`config.mk`:
```
export PLATFORM = sky130hd
export DESIGN_NAME = fpu_issue_ctrl
export DESIGN_NICKNAME = d
export VERILOG_FILES = /design/src/rtl/fpu_pkg.sv /design/src/rtl/fpu_wait_cnt.sv /design/src/rtl/fpu_issue_ctrl.sv
export SDC_FILE = /design/constraint.sdc
export NUM_CORES = 1
export LEC_CHECK = 0
export CAP_MARGIN = 20
export CORE_AREA = 2 2 107 109
export DETAILED_ROUTE_END_ITERATION = 6
export DIE_AREA = 0 0 109 111
export GPL_TIMING_DRIVEN = 1
export PLACE_DENSITY_LB_ADDON = 0.08
export SLEW_MARGIN = 5
export SYNTH_ARGS = -nofsm -noshare
export SYNTH_HDL_FRONTEND = slang
export SYNTH_SLANG_ARGS = --single-unit
```
`constraint.sdc`:
```
create_clock -name clk -period 2.43 [get_ports clk]
set_input_delay 0.486 -clock clk [delete_from_list [all_inputs] [get_ports clk]]
set_output_delay 0.486 -clock clk [all_outputs]
set_load 0.05 [all_outputs]
```
`src/rtl/fpu_pkg.sv`:
```
// Shared types and helpers for the FPU issue sequencer.
// The optional FPU_TIMEOUT_EN build is handled in the modules that import this package.
package fpu_pkg;

  typedef enum logic [3:0] {
    FP_ADD = 4'd0,
    FP_SUB = 4'd1,
    FP_DIV = 4'd2,
    FP_MUL = 4'd3,
    FP_ABS = 4'd5,
    FP_NEG = 4'd7
  } fpu_funct_e;

  typedef enum logic [1:0] {
    ST_IDLE  = 2'd0,
    ST_ISSUE = 2'd1,
    ST_WAIT  = 2'd2,
    ST_DONE  = 2'd3
  } fpu_issue_state_e;

  localparam logic [31:0] FP_QNAN = 32'h7FC0_0000;

  // Sign-only ops: the FPU result is valid without waiting for its finish flag.
  function automatic logic is_comb_op(input logic [3:0] funct);
    return (funct == FP_ABS) || (funct == FP_NEG);
  endfunction

  function automatic logic is_arith_op(input logic [3:0] funct);
    return (funct == FP_ADD) || (funct == FP_SUB) ||
           (funct == FP_DIV) || (funct == FP_MUL);
  endfunction

endpackage

```
`src/rtl/fpu_wait_cnt.sv`:
```
// Settle/timeout counter for the WAIT state: synchronous clear, counts while enabled,
// saturates at SAT.
module fpu_wait_cnt #(
  parameter int CNT_W = 7,
  parameter int SAT   = 2
) (
  input  logic             clk,
  input  logic             reset,
  input  logic             clr_i,
  input  logic             en_i,
  output logic [CNT_W-1:0] cnt_o
);

  localparam logic [CNT_W-1:0] SAT_C = CNT_W'(SAT);

  logic [CNT_W-1:0] cnt_q, cnt_d;

  always_comb begin
    cnt_d = cnt_q;
    if (clr_i) begin
      cnt_d = '0;
    end else if (en_i && (cnt_q < SAT_C)) begin
      cnt_d = cnt_q + CNT_W'(1);
    end
  end

  always_ff @(posedge clk) begin
    if (reset) begin
      cnt_q <= '0;
    end else begin
      cnt_q <= cnt_d;
    end
  end

  assign cnt_o = cnt_q;

endmodule

```
`src/rtl/fpu_issue_ctrl.sv`:
```
// Sequencer between EX and the FPU: latches one op, stalls until the FPU finishes, then
// emits a one-cycle writeback. Define FPU_TIMEOUT_EN to abort ops that never finish.
module fpu_issue_ctrl
  import fpu_pkg::*;
#(
  parameter int SETTLE  = 2,
  parameter int TIMEOUT = 64,
  parameter int RD_W    = 5
) (
  input  logic            clk,
  input  logic            reset,
  input  logic            req_valid,
  input  logic [3:0]      req_funct,
  input  logic [31:0]     req_a,
  input  logic [31:0]     req_b,
  input  logic [RD_W-1:0] req_rd,
  output logic            req_ready,
  output logic            stall,
  output logic [3:0]      fpu_funct,
  output logic [31:0]     fpu_a,
  output logic [31:0]     fpu_b,
  input  logic [31:0]     fpu_o,
  input  logic            fpu_finish,
  output logic            wb_valid,
  output logic [RD_W-1:0] wb_rd,
  output logic [31:0]     wb_data,
  output logic            illegal,
  output logic            timeout
);

  localparam int CNT_MAX = (TIMEOUT > SETTLE) ? TIMEOUT : SETTLE;
  localparam int CNT_W   = $clog2(CNT_MAX + 2);
  localparam logic [CNT_W-1:0] SETTLE_C = CNT_W'(SETTLE);
`ifdef FPU_TIMEOUT_EN
  localparam int CNT_SAT = TIMEOUT;
  localparam logic [CNT_W-1:0] TMO_LAST_C = CNT_W'(TIMEOUT - 1);
`else
  localparam int CNT_SAT = SETTLE;
`endif

  fpu_issue_state_e state_q, state_d;
  logic [3:0]       funct_q;
  logic [31:0]      a_q, b_q, wb_data_q;
  logic [RD_W-1:0]  rd_q, wb_rd_q;
  logic             illegal_q;
  logic [CNT_W-1:0] cnt;
  logic             accept, fin_ok;
`ifdef FPU_TIMEOUT_EN
  logic             tmo_q, tmo_hit;
`endif

  assign accept = (state_q == ST_IDLE) && req_valid;
  // A finish seen before the settle window may be left over from the previous op.
  assign fin_ok = (cnt >= SETTLE_C) && fpu_finish;
`ifdef FPU_TIMEOUT_EN
  assign tmo_hit = !fin_ok && (cnt >= TMO_LAST_C);
`endif

  fpu_wait_cnt #(.CNT_W(CNT_W), .SAT(CNT_SAT)) u_wait_cnt (
    .clk   (clk),
    .reset (reset),
    .clr_i (state_q == ST_ISSUE),
    .en_i  (state_q == ST_WAIT),
    .cnt_o (cnt)
  );

  always_ff @(posedge clk) begin
    if (reset) state_q <= ST_IDLE;
    else       state_q <= state_d;
  end

  always_comb begin
    state_d = state_q;
    case (state_q)
      ST_IDLE:  if (req_valid) state_d = ST_ISSUE;
      ST_ISSUE: state_d = is_arith_op(funct_q) ? ST_WAIT : ST_DONE;
      ST_WAIT: begin
        if (fin_ok) state_d = ST_DONE;
`ifdef FPU_TIMEOUT_EN
        else if (tmo_hit) state_d = ST_DONE;
`endif
      end
      default:  state_d = ST_IDLE;
    endcase
  end

  always_ff @(posedge clk) begin
    if (reset) begin
      funct_q   <= '0;
      a_q       <= '0;
      b_q       <= '0;
      rd_q      <= '0;
      wb_rd_q   <= '0;
      wb_data_q <= '0;
      illegal_q <= 1'b0;
`ifdef FPU_TIMEOUT_EN
      tmo_q     <= 1'b0;
`endif
    end else begin
      if (accept) begin
        funct_q   <= req_funct;
        a_q       <= req_a;
        b_q       <= req_b;
        rd_q      <= req_rd;
        illegal_q <= 1'b0;
`ifdef FPU_TIMEOUT_EN
        tmo_q     <= 1'b0;
`endif
      end
      if (state_q == ST_ISSUE) begin
        if (is_comb_op(funct_q)) begin
          wb_data_q <= fpu_o;
          wb_rd_q   <= rd_q;
        end else if (!is_arith_op(funct_q)) begin
          illegal_q <= 1'b1;
        end
      end
      if (state_q == ST_WAIT) begin
        if (fin_ok) begin
          wb_data_q <= fpu_o;
          wb_rd_q   <= rd_q;
        end
`ifdef FPU_TIMEOUT_EN
        else if (tmo_hit) begin
          wb_data_q <= FP_QNAN;
          tmo_q     <= 1'b1;
        end
`endif
      end
    end
  end

  always_comb begin
    req_ready = (state_q == ST_IDLE);
    stall     = (state_q != ST_IDLE);
    wb_valid  = 1'b0;
    illegal   = 1'b0;
    timeout   = 1'b0;
    if (state_q == ST_DONE) begin
      illegal = illegal_q;
`ifdef FPU_TIMEOUT_EN
      wb_valid = !illegal_q && !tmo_q;
      timeout  = tmo_q;
`else
      wb_valid = !illegal_q;
`endif
    end
  end

  assign fpu_funct = funct_q;
  assign fpu_a     = a_q;
  assign fpu_b     = b_q;
  assign wb_rd     = wb_rd_q;
  assign wb_data   = wb_data_q;

endmodule

```
==> metrics.md, run 1 <==
| Metric | Value |
|---|---|
| Type of the worst setup path | `reg2out` |
| Reg2reg end | `wb_data[18]` |
| Final TNS setup | `0 ns` |
| Reg2reg path depth | `6` |
| Type of the worst min-delay path | `reg2reg` |
| Hold path endpoint | `fpu_b[19]` |
| CTS root buffer | `clkbuf_16` |
| Slew HR | `51.2%` |
| Setup crit end kind | `output pin` |
| Pins over their slew limit | `0` |
| Synth Cell Area | `4690 um^2` |
| Syn nets | `652` |
| CTS tree | `built` |
| Clock Sinks | `120` |
| Clock period minus worst slack | `2.16 ns` |
| All-Layer GR Usage | `20.3%` |
| Die area | `12,100 um^2` |
| Pre-CTS setup slack | `0.429 ns` |
| Flop pwr share | `32.3%` |
| Area grow syn2layout | `61.4%` |
| Share of cells above drive strength 1 | `5.98%` |
| Core area | `11,100 um^2` |
| Hold path startpoint | `fpu_b[19]` |
| Largest net degree at the start of global routing | `95` |
| Status | `completed` |
| Reg-to-Reg Start | `state_q[1]` |
| Tcrit/Tclk final | `88.7%` |
| Row count | `39` |
| Sw Ratio | `34.3%` |
| Hold WS | `0.449 ns` |
| Setup ws final | `0.274 ns` |
| First-pass GRT wire length | `19,300 um` |
| Area leader, netlist | `dfxtp_1` |
| Post-route ant nets | `0` |
| Top post-synthesis cells by area | `dfxtp_1 51%, nand2_1 12%, nand2b_1 9.9%` |
| Logic pwr share | `32.4%` |
| Syn_area_per_cell | `8.74 um^2` |
| CP bufs+invs | `1` |
| Hpwl dp | `8280 um` |
| Final Hold Fails | `0` |
| Final setup vio count | `0` |
| Vias | `4,228` |
| Reg2Reg Setup Slack | `0.70 ns` |
| Gate Count Post-Synth | `537` |
| Detailed Routing Iterations Pass 1 | `5` |
| Total grt overflow | `0` |
| PwrDens | `958 nW/um^2` |
| Startpoint Class | `flip-flop` |
| Clock buffer depth | `2` |
| Crit-path leading delay family | `buffers and inverters` |
| IO buf count | `217` |
| P_int | `4.77 mW` |
| Wirelength per Cell | `13.6 um` |
| DRC | `0` |
| Lkg Pwr | `3.09 nW` |
| Ys Warns | `0` |
| Initial DRC count | `197` |
| Fmax | `464 MHz` |
| Clk pin slew, worst setup/hold paths | `0.05 ns` |
| Worst-Margin Slew | `0.732 ns` |
| RSZ-0062 raised after global routing | `no` |
| Slowest cell delay on critical path | `0.87 ns` |
| Vias in the first global route | `4,096` |
| Die width | `109 um` |
| Initial Util | `42.3%` |
| Final #Nets | `856` |
| RD Place Congestion | `0.776` |
| Worst-skew pair later-pin latency | `0.41 ns` |
| Most frequent cells in the layout | `212 x clkdlybuf4s50_1, 147 x nand2_1, 120 x dfxtp_1, 77 x a21oi_1, 74 x nand2b_1` |
| Register area share after synthesis | `51.2%` |
| Slowest cell on crit path | `clkdlybuf4s50_1` |
| WP data required | `1.94 ns` |
| Post-Route WL | `12,100 um` |
| Part of the power in the clock network | `35.2%` |
| H-tree Lvls | `4` |
| WP data arrival | `1.67 ns` |
| Commonest non-fill, non-tap cell in the layout | `clkdlybuf4s50_1` |
| Psw | `2.49 mW` |
| Max IR drop VDD | `572 uV` |
| Inserted Clock Buffers | `17` |
| Initial antenna violation count | `0` |
| Synth top area share | `51.2%` |
| Synth Register Bits | `120` |
| Crit-path cells | `clkdlybuf4s50_1` |
| WHS Path Cells | `2` |
| CP max FO | `5` |
| Io pins | `219` |
| Worst clock skew | `0.0114 ns` |
| Via/cell ratio | `4.72` |
| Die height | `111 um` |
| Distinct cell type count after synthesis | `30` |
| Max cap viols | `0` |
| N_diodes | `0` |
[power groups by stage]
stage	combinational, mW	clock (mW)	sequential [mW]
2_1_floorplan	0.817	0	3.08
3_3_place_gp	2.34	0	2.37
3_5_place_dp	2.37	0	2.39
4_1_cts	2.38	2.61	2.35
5_1_grt	2.52	2.71	2.38
6_report	2.35	2.56	2.35
[final cells by class]
cell class,instances,area (um^2)
fill,917,3500
sequential,120,2400
timing repair buffer,223,2270
multi-input combinational,374,2090
clock buffer,25,536
tap,143,179
clock inverter,6,85.1
inverter,5,18.8
[worst max-delay path by stage]
stage / startpoint / endpoint / slack [ns] / cells past startpoint
2_1_floorplan: state_q[0] / fpu_a[0] / 0.56 / 7
3_3_place_gp: state_q[0] / wb_valid / 0.46 / 3
3_5_place_dp: state_q[0] / wb_valid / 0.43 / 3
4_1_cts: state_q[0] / req_ready / 0.02 / 3
5_1_grt: state_q[1] / wb_valid / 0.20 / 3
6_report: fpu_funct[2] / fpu_funct[2] / 0.27 / 1
[cell usage after synthesis]
| master | instances |
|---|---|
| clkbuf_1 | 30 |
| nand3b_1 | 1 |
| mux2i_1 | 37 |
| and2_2 | 1 |
| o22a_1 | 1 |
| nand4b_1 | 1 |
| a31oi_1 | 2 |
| buf_4 | 1 |
| nand2_1 | 148 |
| o22ai_1 | 1 |
| o21ai_0 | 4 |
| a21oi_1 | 77 |
| buf_12 | 3 |
| and2_1 | 5 |
| nand3_1 | 2 |
| buf_1 | 3 |
| xnor2_1 | 1 |
| dfxtp_1 | 120 |
| o21a_1 | 1 |
| and4b_1 | 2 |
| ha_1 | 6 |
| nor4_4 | 1 |
| nor2b_1 | 3 |
| inv_1 | 5 |
| conb_1 | 1 |
| nor2_1 | 2 |
| buf_6 | 1 |
| and3_2 | 1 |
| nand2b_1 | 74 |
| nor3_1 | 2 |
[cells by family (layout without fill, tap and decap cells)]
group,Yosys count,in the layout,share of synthesized area [%]
xor gates and xnor gates,1,1,0.187
DFF,120,120,51.2
AOI/OAI and AO/OA,86,86,9.39
adders and majority gates,6,6,1.60
and+or+nand+nor,243,243,24.9
other,1,1,0.0799
muxes,37,37,7.90
buffers and inverters,43,259,4.72
[metrics by stage]
stage | cell area, um^2 | power [mW] | util, % | std cells
after floorplan | 4690 | 3.90 | - | 537
after global placement | 6950 | 4.72 | 62.7 | 865
after detailed placement | 6950 | 4.76 | 62.7 | 865
after CTS | 7570 | 7.33 | 68.3 | 896
after global routing | 7570 | 7.60 | 68.4 | 896
final | 7570 | 7.26 | 68.4 | 896
[flip-flops by register name, indices dropped and copies added, names as in the netlist]
register / count
fpu_funct: 4
illegal_q: 1
fpu_b: 32
u_wait_cnt.cnt_o: 7
state_q: 2
rd_q: 5
wb_data: 32
wb_rd: 5
fpu_a: 32
[metal layers]
metal	wire [um]	part of all wire [%]	up-vias	track usage, %
met4	268	2.2	0	9.49
met5	0	0	-	0
met2	5750	47	145	32.3
li1	-	-	2141	-
met1	4880	40	1921	22.9
met3	1250	10	21	9.29
[worst reg2reg max path: stages (launching register included)]
cell and delay (ns):
dfxtp_1 0.36, inv_1 0.08, ha_1 0.25, and4b_1 0.26
a31oi_4 0.17, buf_12 0.28, mux2i_1 0.25
[repair_timing]
action	in CTS	in global routing
cloned	0	0
gates resized for setup	1	2
setup endpoints to repair	1	2
hold buffers	0	0
buffers inserted	0	0
pin swaps	0	0
Power figures use the tool's default switching activity.
==> run 2: changes to the inputs <==
--- a/config.mk
+++ b/config.mk
@@ -6,11 +6,11 @@
 export NUM_CORES = 1
 export LEC_CHECK = 0
 export CAP_MARGIN = 20
-export CORE_AREA = 2 2 107 109
+export CORE_AREA = 5 5 110 112
 export DETAILED_ROUTE_END_ITERATION = 6
-export DIE_AREA = 0 0 109 111
+export DIE_AREA = 0 0 115 117
 export GPL_TIMING_DRIVEN = 1
-export PLACE_DENSITY_LB_ADDON = 0.08
+export PLACE_DENSITY = 0.8
 export SLEW_MARGIN = 5
 export SYNTH_ARGS = -nofsm -noshare
 export SYNTH_HDL_FRONTEND = slang
==> run 2 against run 1 <==
Effect of this change:
- combinational power barely moved
- first-iteration DRC count rose by 17%
- non-clock buffer count rose by 2
- worst hold slack improved by 0.0020 ns
- sequential cell count did not move
- count of clock-buffer cells in the layout fell by 1
- wire length rose by 8.6%
- sequential power barely moved
- critical path type unchanged
- critical endpoint is now illegal
==> metrics.md, run 2 (synthesis results as in run 1) <==
| Metric | Value |
|---|---|
| Setup crit end kind | `output pin (unchanged)` |
| CP max FO | `4 (was 5)` |
| WHS Path Cells | `2 (unchanged)` |
| Core area | `11,100 um^2 (about the same)` |
| Slew HR | `62.0% (was 51.2%)` |
| IO buf count | `217 (unchanged)` |
| Detailed Routing Iterations Pass 1 | `4 (was 5)` |
| Reg2reg end | `wb_data[12] (was wb_data[18])` |
| Clock Sinks | `120 (unchanged)` |
| Final #Nets | `858 (was 856)` |
| Pins over their slew limit | `0 (unchanged)` |
| Reg2Reg Setup Slack | `0.66 ns (was 0.70 ns)` |
| Setup ws final | `0.253 ns (was 0.274 ns)` |
| Clk pin slew, worst setup/hold paths | `0.05 ns (about the same)` |
| Die area | `13,500 um^2 (was 12,100 um^2)` |
| CTS tree | `built (unchanged)` |
| Tcrit/Tclk final | `89.6% (was 88.7%)` |
| Worst-Margin Slew | `0.568 ns (was 0.732 ns)` |
| DRC | `0 (unchanged)` |
| Status | `completed (unchanged)` |
| Setup Buffers After CTS | `0 (unchanged)` |
| Post-route ant nets | `0 (unchanged)` |
| Type of the worst setup path | `reg2out (unchanged)` |
| Max cap viols | `0 (unchanged)` |
| Largest net degree at the start of global routing | `82 (was 95)` |
| H-tree Lvls | `4 (unchanged)` |
| Initial antenna violation count | `0 (unchanged)` |
| Die height | `117 um (was 111 um)` |
| Share of cells above drive strength 1 | `6.22% (was 5.98%)` |
| WP data arrival | `1.69 ns (was 1.67 ns)` |
| Hold path endpoint | `fpu_a[14] (was fpu_b[19])` |
| All-Layer GR Usage | `19.6% (was 20.3%)` |
| WP data required | `1.94 ns (about the same)` |
| Inserted Clock Buffers | `17 (unchanged)` |
| Vias | `4,278 (was 4,228)` |
| Final Hold Fails | `0 (unchanged)` |
| RSZ-0062 raised after global routing | `no (unchanged)` |
| N_diodes | `0 (unchanged)` |
| Wirelength per Cell | `14.7 um (was 13.6 um)` |
| Commonest non-fill, non-tap cell in the layout | `clkdlybuf4s50_1 (unchanged)` |
| RD Place Congestion | `0.749 (was 0.776)` |
| Fmax | `459 MHz (was 464 MHz)` |
| Initial Util | `42.2% (was 42.3%)` |
| Util after Layout | `67.8% (was 68.4%)` |
| Final setup vio count | `0 (unchanged)` |
| Reg2reg path depth | `6 (unchanged)` |
| Via/cell ratio | `4.76 (was 4.72)` |
| Initial DRC count | `230 (was 197)` |
| CTS root buffer | `clkbuf_16 (unchanged)` |
| Hpwl dp | `9650 um (was 8280 um)` |
| PwrDens | `954 nW/um^2 (was 958 nW/um^2)` |
| Hold path startpoint | `fpu_a[14] (was fpu_b[19])` |
| Worst-skew pair later-pin latency | `0.41 ns (about the same)` |
| Total grt overflow | `0 (unchanged)` |
| Row count | `39 (unchanged)` |
| Post-Route WL | `13,200 um (was 12,100 um)` |
| Startpoint Class | `flip-flop (unchanged)` |
| Max IR drop VDD | `686 uV (was 572 uV)` |
| Hold buffer count at cts | `0 (unchanged)` |
| Design Area, Final | `7540 um^2 (was 7570 um^2)` |
| Die width | `115 um (was 109 um)` |
| Io pins | `219 (unchanged)` |
| Lkg Pwr | `3.07 nW (was 3.09 nW)` |
| Worst clock skew | `0.00712 ns (was 0.0114 ns)` |
| Type of the worst min-delay path | `reg2reg (unchanged)` |
| Vias in the first global route | `4,307 (was 4,096)` |
| Area grow syn2layout | `60.8% (was 61.4%)` |
| Pre-CTS setup slack | `0.415 ns (was 0.429 ns)` |
| Most frequent cells in the layout | `212 x clkdlybuf4s50_1, 147 x nand2_1, 120 x dfxtp_1, 77 x a21oi_1, 74 x nand2b_1 (unchanged)` |
| First-pass GRT wire length | `20,500 um (was 19,300 um)` |
| Reg-to-Reg Start | `state_q[1] (unchanged)` |
| Clock period minus worst slack | `2.18 ns (was 2.16 ns)` |
| Clock buffer depth | `2 (unchanged)` |
| Placement Cell Area | `6950 um^2 (unchanged)` |
| Final TNS setup | `0 ns (unchanged)` |
| Final Power | `7.20 mW (was 7.26 mW)` |
-- run 2: changes by cell type in the layout (fill, tap and decap cells not counted), sizes merged --
| cell | before | now |
|---|---|---|
| clkinvlp | 2 | 1 |
| dlymetal6s2s | 2 | 1 |
| buf | 8 | 11 |
| clkbuf | 25 | 24 |
| clkinv | 2 | 5 |
-- run 2: metal layers --
layer  GRT usage (%)  vias to the layer above  routed length [um]
li1                -                     2149                   -
met1            21.4                     1926                5280
met2            32.2                      183                6130
met3            10.4                       20                1510
met4            8.06                        0                 267
met5               0                        -                   0
-- run 2: how the worst max path moves through the flow --
stage | startpoint | slack (ns) | endpoint
2_1_floorplan | state_q[0] | 0.56 | fpu_a[0]
3_3_place_gp | state_q[0] | 0.47 | illegal
3_5_place_dp | state_q[0] | 0.42 | illegal
4_1_cts | state_q[1] | 0.02 | req_ready
5_1_grt | state_q[1] | 0.16 | illegal
6_report | state_q[1] | 0.25 | illegal
-- run 2: final cells by class --
type,instances,area (um^2)
Timing Repair Buffer,225,2260
Clock buffer,24,502
Inverter,5,18.8
Clock inverter,8,92.6
Tap cell,143,179
Fill cell,844,3580
Multi-Input combinational cell,374,2090
Sequential cell,120,2400
-- run 2: per-stage QoR --
stage | instances | hold WS [ns]
2_1_floorplan | 537 | 0.431
5_1_grt | 899 | 0.468
3_3_place_gp | 867 | 0.441
6_report | 899 | 0.451
4_1_cts | 899 | 0.453
3_5_place_dp | 867 | 0.446
-- run 2: what timing repair did --
item / 4_1_cts / 5_1_grt
setup endpoints to repair: 1 / 1
gates resized for setup: 1 / 1
pin swaps: 0 / 0
-- run 2: report_power, final --
group | total, mW | leakage [nW] | internal [mW] | switching [mW]
logic | 2.38 | 1.80 | 0.841 | 1.53
clock network | 2.47 | 0.296 | 1.63 | 0.832
registers | 2.35 | 0.978 | 2.21 | 0.140
total | 7.20 | 3.07 | 4.69 | 2.51
-- run 2: worst max-delay path, stage by stage, from the launching register on --
cell and delay [ns]:
dfxtp_1 0.39, ha_1 0.21, and2_1 0.13, dlygate4sd2_1 0.55
==> RTL change, RTL diff (settings of run 2) <==
Build with the macro `FPU_TIMEOUT_EN` defined.
--- a/src/rtl/fpu_issue_ctrl.sv
+++ b/src/rtl/fpu_issue_ctrl.sv
@@ -1,5 +1,7 @@
 // Sequencer between EX and the FPU: latches one op, stalls until the FPU finishes, then
 // emits a one-cycle writeback. Define FPU_TIMEOUT_EN to abort ops that never finish.
+`define FPU_TIMEOUT_EN
+
 module fpu_issue_ctrl
   import fpu_pkg::*;
 #(
Check against the original RTL: no difference found for any inputs over 4 cycles, from zero or initial values and one cycle with reset high; that may be too few to reach the edited logic, so the function may still have changed.
==> RTL change against run 2 <==
- sequential cell count rose by 1
- wire length rose by 3.3%
- design area fell by 3.7%
- worst setup slack got worse by 0.028 ns
- die area did not move
- non-clock buffer count fell by 1
- critical path depth fell by 2
- total power fell by 1.8%
- synthesized area fell by 5.1%
- via count rose by 0.28%
- utilization fell by 2.5 points
- register-to-register slack got worse by 0.34 ns
- maximum frequency fell by 1.3%
- worst hold slack barely moved
- largest cell class unchanged
- highest routed layer unchanged
==> RTL change: results (changes against run 2) <==
\begin{tabular}{lr}
\hline
Metric & Value \\
\hline
\multicolumn{2}{l}{\textbf{Setup path}} \\
\quad Cell with the largest stage delay on the worst path & clkdlybuf4s50\_1 \\
\quad Number of cells traversed by the worst register-to-register path & 4 (-2) \\
\quad Reg-to-Reg End & wb\_data[15] \\
\quad End point of the critical path & fpu\_funct[2] \\
\quad Reg-to-Reg Start & u\_wait\_cnt.cnt\_o[1] \\
\multicolumn{2}{l}{\textbf{Placed design}} \\
\quad Number of cells in the design after placement & 833 (-3.9\%) \\
\quad Weighted congestion reported at the end of routability-driven placement & 0.8013 (+7.1\%) \\
\quad Detailed placer's ending HPWL & 9.856 mm (+2.2\%) \\
\quad Instance area at placement & 6695 um2 (-3.6\%) \\
\quad \# port buffers & 218 (+0.46\%) \\
\quad Setup WS pre-CTS & 0.2129 ns (-0.2025 ns) \\
\multicolumn{2}{l}{\textbf{Route}} \\
\quad Post-Route M1 WL & 5.036 mm (-4.5\%) \\
\quad Wire length per cell after detailed routing & 15.74 um (+7.3\%) \\
\quad Total met2 wirelength after detailed routing & 6.863 mm (+12\%) \\
\multicolumn{2}{l}{\textbf{Global routing}} \\
\quad Vias in the first global route & 4,298 (-0.21\%) \\
\quad Pin count of the biggest net entering global routing & 74 (-9.8\%) \\
\quad Met1 routing resource usage after global routing & 0.2054 (-0.008309) \\
\quad Global routing met2 resource utilization & 0.3399 (+0.01813) \\
\multicolumn{2}{l}{\textbf{Synthesis}} \\
\quad Commonest cells post-synth & nand2\_1 (155), dfxtp\_1 (121), a21oi\_1 (81) \\
\quad Count of unique library cells instantiated by Yosys & 43 (+43\%) \\
\quad Number of flip-flops and latches in the synthesized netlist & 121 (+0.83\%) \\
\quad Synth area leaders & dfxtp\_1 (54\%), nand2\_1 (13\%), a21oi\_1 (9.1\%), a22o\_1 (4.3\%), clkbuf\_1 (2.4\%) \\
\multicolumn{2}{l}{\textbf{Status}} \\
\quad Run status & finished, final reports clean \\
\multicolumn{2}{l}{\textbf{Pwr}} \\
\quad Power share of the combinational group & 0.326 (-0.004) \\
\quad Total power per unit cell area & 972.8 nW/um2 (+2.0\%) \\
\multicolumn{2}{l}{\textbf{Layout}} \\
\quad \# fillers & 899 (+6.5\%) \\
\quad Post-route design area & 7262 um2 (-3.7\%) \\
\quad Clock-cell share & 0.07857 (-0.0002193) \\
\quad Count of inverters not on the clock network in the layout & 7 (+2) \\
\quad Fraction of layout cells with a size suffix above 1 & 0.08449 (+0.02232) \\
\quad Non-clock buffer total of the final layout & 224 (-0.44\%) \\
\multicolumn{2}{l}{\textbf{Worst hold path}} \\
\quad Beginning of the worst hold path & fpu\_a[6] \\
\multicolumn{2}{l}{\textbf{CTS}} \\
\quad Number of cells upsized or downsized after cts & 3 (+2) \\
\hline
\end{tabular}
RTL change: cell types whose count changed after synthesis, moves of 7 or more:
cell             run 2  this run
o221a_2              0         9
nand2b_1            74         0
nand2_1            148       155
mux2i_1             37         2
a22o_1               0        22
nor2_1               2        10
RTL change: kinds of logic after synthesis:
logic type,synth area share
flip-flops,0.5444
multiplexers,0.004500
XOR/XNOR,0.009842
buffers and inverters,0.04471
adder cells (fa/ha/maj),0.01687
AND/OR/NAND/NOR,0.1758
AO/OA/AOI/OAI,0.2039
RTL change: worst min-delay path by stage:
| stage | cells past startpoint | endpoint | slack, ns |
|---|---|---|---|
| 6_report | 2 | fpu_a[6] | 0.45 |
| 5_1_grt | 2 | fpu_a[16] | 0.47 |
| 4_1_cts | 2 | fpu_a[7] | 0.45 |
| 3_5_place_dp | 2 | fpu_a[7] | 0.45 |
| 3_3_place_gp | 2 | fpu_a[6] | 0.44 |
| 2_1_floorplan | 2 | rd_q[0] | 0.43 |
